**config.mk**
```make
export PLATFORM = sky130hd
export DESIGN_NAME = uart_rx
export DESIGN_NICKNAME = d
export VERILOG_FILES = /design/src/rtl/uart_rx.sv
export SDC_FILE = /design/constraint.sdc
export NUM_CORES = 1
export LEC_CHECK = 0
export ABC_AREA = 1
export CAP_MARGIN = 20
export CELL_PAD_IN_SITES_DETAIL_PLACEMENT = 2
export CELL_PAD_IN_SITES_GLOBAL_PLACEMENT = 2
export CORE_UTILIZATION = 33
export CTS_BUF_LIST = sky130_fd_sc_hd__clkbuf_4 sky130_fd_sc_hd__clkbuf_8
export DETAILED_ROUTE_END_ITERATION = 10
export GPL_TIMING_DRIVEN = 0
export PLACE_DENSITY_LB_ADDON = 0.1
export SLEW_MARGIN = 15
export SYNTH_ARGS = -nofsm -noshare
export SYNTH_HDL_FRONTEND = slang
export SYNTH_SLANG_ARGS = --single-unit
```
**constraint.sdc**
```tcl
create_clock -name clk_i -period 1.9 [get_ports clk_i]
set_input_delay 0.38 -clock clk_i [delete_from_list [all_inputs] [get_ports clk_i]]
set_output_delay 0.38 -clock clk_i [all_outputs]
set_load 0.02 [all_outputs]
```
**src/rtl/uart_rx.sv**
```systemverilog
// uart_rx -- 8-bit UART receiver (start, 8 data LSB-first, even parity, stop).
//
// The asynchronous line passes through a two-flop synchroniser. Each bit is
// sampled at mid-bit using a cycle counter. The received byte is held in an
// output register with a valid/acknowledge handshake.
//
// Ports:
//   clk_i          system clock
//   n_rst_i        synchronous reset, active high
//   rx_line_i      asynchronous serial input, idles high
//   rd_ack_i       one-cycle pulse: consumer took the byte
//   data_o         last accepted byte
//   data_valid_o   data_o holds an unread byte
//   parity_err_o   parity mismatch for the byte in data_o
//   frame_err_o    stop bit of the byte in data_o was sampled low
//   overrun_o      sticky: a frame completed while data_valid_o=1 and was dropped
//   busy_o         receiver is not idle
module uart_rx #(
    parameter int BIT_CYCLES = 20
) (
    input  logic       clk_i,
    input  logic       n_rst_i,
    input  logic       rx_line_i,
    input  logic       rd_ack_i,
    output logic [7:0] data_o,
    output logic       data_valid_o,
    output logic       parity_err_o,
    output logic       frame_err_o,
    output logic       overrun_o,
    output logic       busy_o
);
    localparam int CW = $clog2(BIT_CYCLES);
    localparam logic [CW-1:0] CNT_MID = CW'(BIT_CYCLES / 2 - 1);
    localparam logic [CW-1:0] CNT_END = CW'(BIT_CYCLES - 1);

    typedef enum logic [2:0] {
        S_IDLE, S_START, S_DATA, S_PARITY, S_STOP, S_BREAK
    } state_t;

    state_t          state_q, state_d;
    logic            rx_meta_q, rx_s_q;
    logic            armed_q, armed_d;
    logic [CW-1:0]   cnt_q, cnt_d;
    logic [2:0]      bit_idx_q, bit_idx_d;
    logic [7:0]      shreg_q, shreg_d;
    logic            par_q, par_d;
    logic [7:0]      data_q, data_d;
    logic            dv_q, dv_d;
    logic            perr_q, perr_d;
    logic            ferr_q, ferr_d;
    logic            ovr_q, ovr_d;
    logic            commit;

    always_comb begin
        state_d   = state_q;
        armed_d   = armed_q;
        cnt_d     = cnt_q;
        bit_idx_d = bit_idx_q;
        shreg_d   = shreg_q;
        par_d     = par_q;
        data_d    = data_q;
        dv_d      = dv_q;
        perr_d    = perr_q;
        ferr_d    = ferr_q;
        ovr_d     = ovr_q;
        commit    = 1'b0;

        case (state_q)
            S_IDLE: begin
                // armed stops a line that is held low from retriggering.
                if (!rx_s_q && armed_q) state_d = S_START;
            end
            S_START: begin
                if (cnt_q == CNT_MID) begin
                    if (rx_s_q) begin
                        state_d = S_IDLE;          // false start
                    end else begin
                        state_d   = S_DATA;
                        bit_idx_d = 3'd0;
                    end
                end
            end
            S_DATA: begin
                if (cnt_q == CNT_END) begin
                    shreg_d   = {rx_s_q, shreg_q[7:1]};
                    bit_idx_d = bit_idx_q + 3'd1;
                    if (bit_idx_q == 3'd7) state_d = S_PARITY;
                end
            end
            S_PARITY: begin
                if (cnt_q == CNT_END) begin
                    par_d   = rx_s_q;
                    state_d = S_STOP;
                end
            end
            S_STOP: begin
                if (cnt_q == CNT_END) begin
                    commit  = 1'b1;
                    state_d = rx_s_q ? S_IDLE : S_BREAK;
                end
            end
            S_BREAK: begin
                if (rx_s_q) state_d = S_IDLE;
            end
            default: state_d = S_IDLE;
        endcase

        if (rx_s_q) armed_d = 1'b1;
        if (state_d == S_START && state_q != S_START) armed_d = 1'b0;

        // Clear on state entry and at each bit boundary within DATA.
        if (state_d != state_q || cnt_q == CNT_END) begin
            cnt_d = '0;
        end else if (state_q != S_IDLE) begin
            cnt_d = cnt_q + CW'(1);
        end

        if (commit) begin
            if (!dv_q || rd_ack_i) begin
                data_d = shreg_q;
                perr_d = (^shreg_q) ^ par_q;
                ferr_d = ~rx_s_q;
                dv_d   = 1'b1;
                ovr_d  = 1'b0;
            end else begin
                ovr_d  = 1'b1;
            end
        end else if (rd_ack_i) begin
            dv_d  = 1'b0;
            ovr_d = 1'b0;
        end
    end

    always_ff @(posedge clk_i) begin
        if (n_rst_i) begin
            state_q   <= S_IDLE;
            rx_meta_q <= 1'b1;
            rx_s_q    <= 1'b1;
            armed_q   <= 1'b0;
            cnt_q     <= '0;
            bit_idx_q <= 3'd0;
            shreg_q   <= 8'd0;
            par_q     <= 1'b0;
            data_q    <= 8'd0;
            dv_q      <= 1'b0;
            perr_q    <= 1'b0;
            ferr_q    <= 1'b0;
            ovr_q     <= 1'b0;
        end else begin
            state_q   <= state_d;
            rx_meta_q <= rx_line_i;
            rx_s_q    <= rx_meta_q;
            armed_q   <= armed_d;
            cnt_q     <= cnt_d;
            bit_idx_q <= bit_idx_d;
            shreg_q   <= shreg_d;
            par_q     <= par_d;
            data_q    <= data_d;
            dv_q      <= dv_d;
            perr_q    <= perr_d;
            ferr_q    <= ferr_d;
            ovr_q     <= ovr_d;
        end
    end

    assign data_o       = data_q;
    assign data_valid_o = dv_q;
    assign parity_err_o = perr_q;
    assign frame_err_o  = ferr_q;
    assign overrun_o    = ovr_q;
    assign busy_o       = (state_q != S_IDLE);

endmodule

```
==> impl_metrics.py <==
metrics = {
    "final_layout": {
        "final_util": 0.423,
        "diodes": 0,
        "final_cells": 329,
        "drive_above_1_share": 0.130,
        "layout.nets": 269,
        "area_delta_synth_final_pct": 19.5,
    },
    "sta": {
        "hold_viol": 0,
        "skew_ns": 0.00394,
        "rsz0062_at_grt": "no",
        "relSlewSlack": 0.678,
        "final.min_clock_period_ns": 1.67,
        "maxSlewViolCount": 0,
        "setup_violations": 0,
        "hold_slack_ns": 0.416,
        "finalSetupTns_ns": 0,
        "max_slew.worst_pin.slew_ns": 0.484,
        "period_share": 0.881,
        "fmax_ghz": 0.598,
    },
    "yosys": {
        "ys_ff_latch": 35,
        "synth_xor_xnor_area_share": 0.0355,
        "synthTopCellsByCount": "nand2_1 (50), dfxtp_1 (35), inv_1 (31)",
        "syn_nets": 246,
        "synth_top_family_by_area": "simple AND/OR/NAND/NOR gates",
        "synth.largest_area_cell": "dfxtp_1",
        "postSynthAreaPerCell_um2": 7.25,
        "synth_compound_area_frac": 0.136,
        "netlist_area_um2": 1730,
        "ys_types": 29,
        "yosysSeqAreaShare": 0.406,
        "synth_top_area_share": 0.406,
        "synth_cells": 238,
        "ys.flop_type": "dfxtp_1",
        "postSynth.asyncResetShare": 0,
        "synthSimpleGateAreaFrac": 0.286,
        "ys_warn_count": 0,
        "synth_most_common_cell": "nand2_1",
        "synthMuxAreaShare": 0.00580,
        "yosys-top-cells-area": "dfxtp_1 (41%), nand2_1 (11%), a21oi_1 (7.2%)",
        "synth_edf_count": 0,
        "yosys.area_share.adder": 0.0290,
    },
    "outcome": {
        "status": "complete, no violations",
    },
    "power": {
        "switching_share": 0.236,
        "power_density_nw_per_um2": 653,
        "p_leak_nw": 0.885,
        "p_switching_mw": 0.318,
        "pwr-share-seq": 0.551,
        "ir_worst_vdd_uv": 309,
        "p_int_mw": 1.03,
        "clkPwrFrac": 0.408,
        "pwr-share-comb": 0.041,
    },
    "critical_path": {
        "crit_path_end_kind": "output pin",
        "path_class": "register to output pin",
        "startpoint_type": "register",
        "crit_arrival_ns": 1.29,
        "worstPathMaxFanout": 9,
        "critPathRequiredTime_ns": 1.52,
    },
    "detailed_routing": {
        "dr_total_vias": 1585,
        "first_pass_iters": 4,
        "routed_wirelength_um": 4550,
        "vias_per_cell": 4.82,
        "drt_iter0_drc": 39,
        "drcViolationCount": 0,
        "avgRoutedWirePerCell_um": 13.8,
        "ant_nets": 0,
    },
    "global_route": {
        "grt_max_degree": 12,
        "gr-total-overflow": 0,
        "grt_pass1_vias": 1610,
        "grt_pass1_wl_um": 7760,
        "grt_usage": 0.189,
        "antenna_found_initial": 0,
    },
    "placement": {
        "placedCellCount": 321,
        "place.detailed.hpwl_um": 3310,
        "io_buffers": 16,
        "place.gp.congestion": 0.774,
    },
    "die": {
        "std_cell_rows": 25,
        "core_um2": 4880,
        "boundaryPins": 17,
        "start_util": 0.354,
        "die_area_um2": 5530,
        "die_h_um": 74.3,
        "fp.dieW_um": 74.3,
    },
    "clock_network": {
        "root_buffer": "clkbuf_8",
        "clk_latency_ns": 0.29,
        "cts_post_setup_buffers_inserted": 0,
        "cts_max_path_buffers": 2,
        "htreeDepth": 2,
        "cts_made_buffers": 5,
        "clk_pin_slew_ns": 0.07,
        "clock_sinks": 35,
        "cts_tree": "built",
    },
    "min_path": {
        "hold_path_class": "register to register",
    },
    "job": {
        "maxCapViolCount": 0,
    },
}
-- path summary, 6_finish.rpt --
kind / start / end / slack, ns / depth (start not counted)
max: state_q[0]$_SDFF_PP0_ / busy_o / 0.23 / 4
min: rx_meta_q$_SDFF_PP1_ / rx_s_q$_SDFF_PP1_ / 0.42 / 1
max reg2reg: cnt_q[1]$_SDFFE_PP0N_ / cnt_q[4]$_SDFFE_PP0N_ / 0.27 / 11
min reg2reg: rx_meta_q$_SDFF_PP1_ / rx_s_q$_SDFF_PP1_ / 0.42 / 1
-- cells in the final DEF (no fill, tap or decap), types with 2 or more instances in the layout --
cell type,synthesis,routed
nand2_1,50,50
dfxtp_1,35,33
inv_1,31,31
a21oi_1,25,25
nor2_1,20,19
o21ai_0,17,17
clkdlybuf4s50_1,0,15
nor3_1,8,8
nand3_1,7,7
nor2_4,5,5
clkbuf_8,0,5
inv_2,4,4
xor2_1,4,4
ha_1,4,4
nand2_2,3,3
nand4_1,3,3
xnor2_1,3,3
nand2_4,2,2
buf_2,2,2
buf_4,2,2
o21ai_1,2,2
or2_2,2,2
dfxtp_2,0,2
-- worst max-delay path: stages, from the launching register on --
cell,delay [ns]
dfxtp_1,0.31
buf_6,0.14
nor2_4,0.12
nand2_4,0.10
dlygate4sd2_1,0.33
-- final cells by class --
cell class                 instances  area [um^2]
fill                             590         2820
multi-input combinational        161          853
sequential                        35          703
timing repair buffer              16          159
inverter                          35          131
tap                               67         83.8
clock buffer                       6         76.3
buffer                             7         43.8
clock inverter                     2         12.5
-- kinds of logic (layout without fill, tap and decap cells) --
logic type / Yosys count / in the layout
xor+xnor: 7 / 7
compound gates: 46 / 46
simple gates: 103 / 103
mux: 1 / 1
flops: 35 / 35
fa+ha+maj: 4 / 4
buf+inv: 42 / 66
-- power groups by stage --
stage / Clock (mW) / Combinational (mW) / Sequential (mW)
2_1_floorplan: 0 / 0.0370 / 0.758
3_3_place_gp: 0 / 0.0554 / 0.759
3_5_place_dp: 0 / 0.0569 / 0.760
4_1_cts: 0.575 / 0.0566 / 0.742
5_1_grt: 0.602 / 0.0640 / 0.743
6_report: 0.550 / 0.0551 / 0.742
-- registers in the layout, indices dropped and copies added (netlist names) --
name / cells
rx_s_q: 1
armed_q: 1
frame_err_o: 1
bit_idx_q: 3
par_q: 1
state_q: 3
rx_meta_q: 1
data_o: 8
cnt_q: 5
shreg_q: 8
parity_err_o: 1
overrun_o: 1
data_valid_o: 1
-- metrics by stage --
step                      power, mW  worst slack [ns]  instance area, um^2
after floorplan               0.795             0.475                 1730
after global placement        0.815            0.0443                 1970
after detailed placement      0.817          -0.00300                 1970
after CTS                      1.37            0.0743                 2060
after global routing           1.41            0.0660                 2060
final                          1.35             0.227                 2060
-- layer usage --
layer | track usage | vias to the layer above | wire length, um | share of wire
met3 | 0.0447 | 5 | 143 | 0.031
met4 | 0.0503 | 0 | 48 | 0.011
met2 | 0.311 | 20 | 2090 | 0.46
met1 | 0.250 | 760 | 2270 | 0.50
met5 | 0 | - | 0 | 0
li1 | - | 800 | - | -
-- timing repair --
action,4_1_cts,5_1_grt
hold buffers,0,0
resized for setup,2,2
endpoints found under the setup margin,1,5
Note: power is estimated with default switching activity, not from simulation.
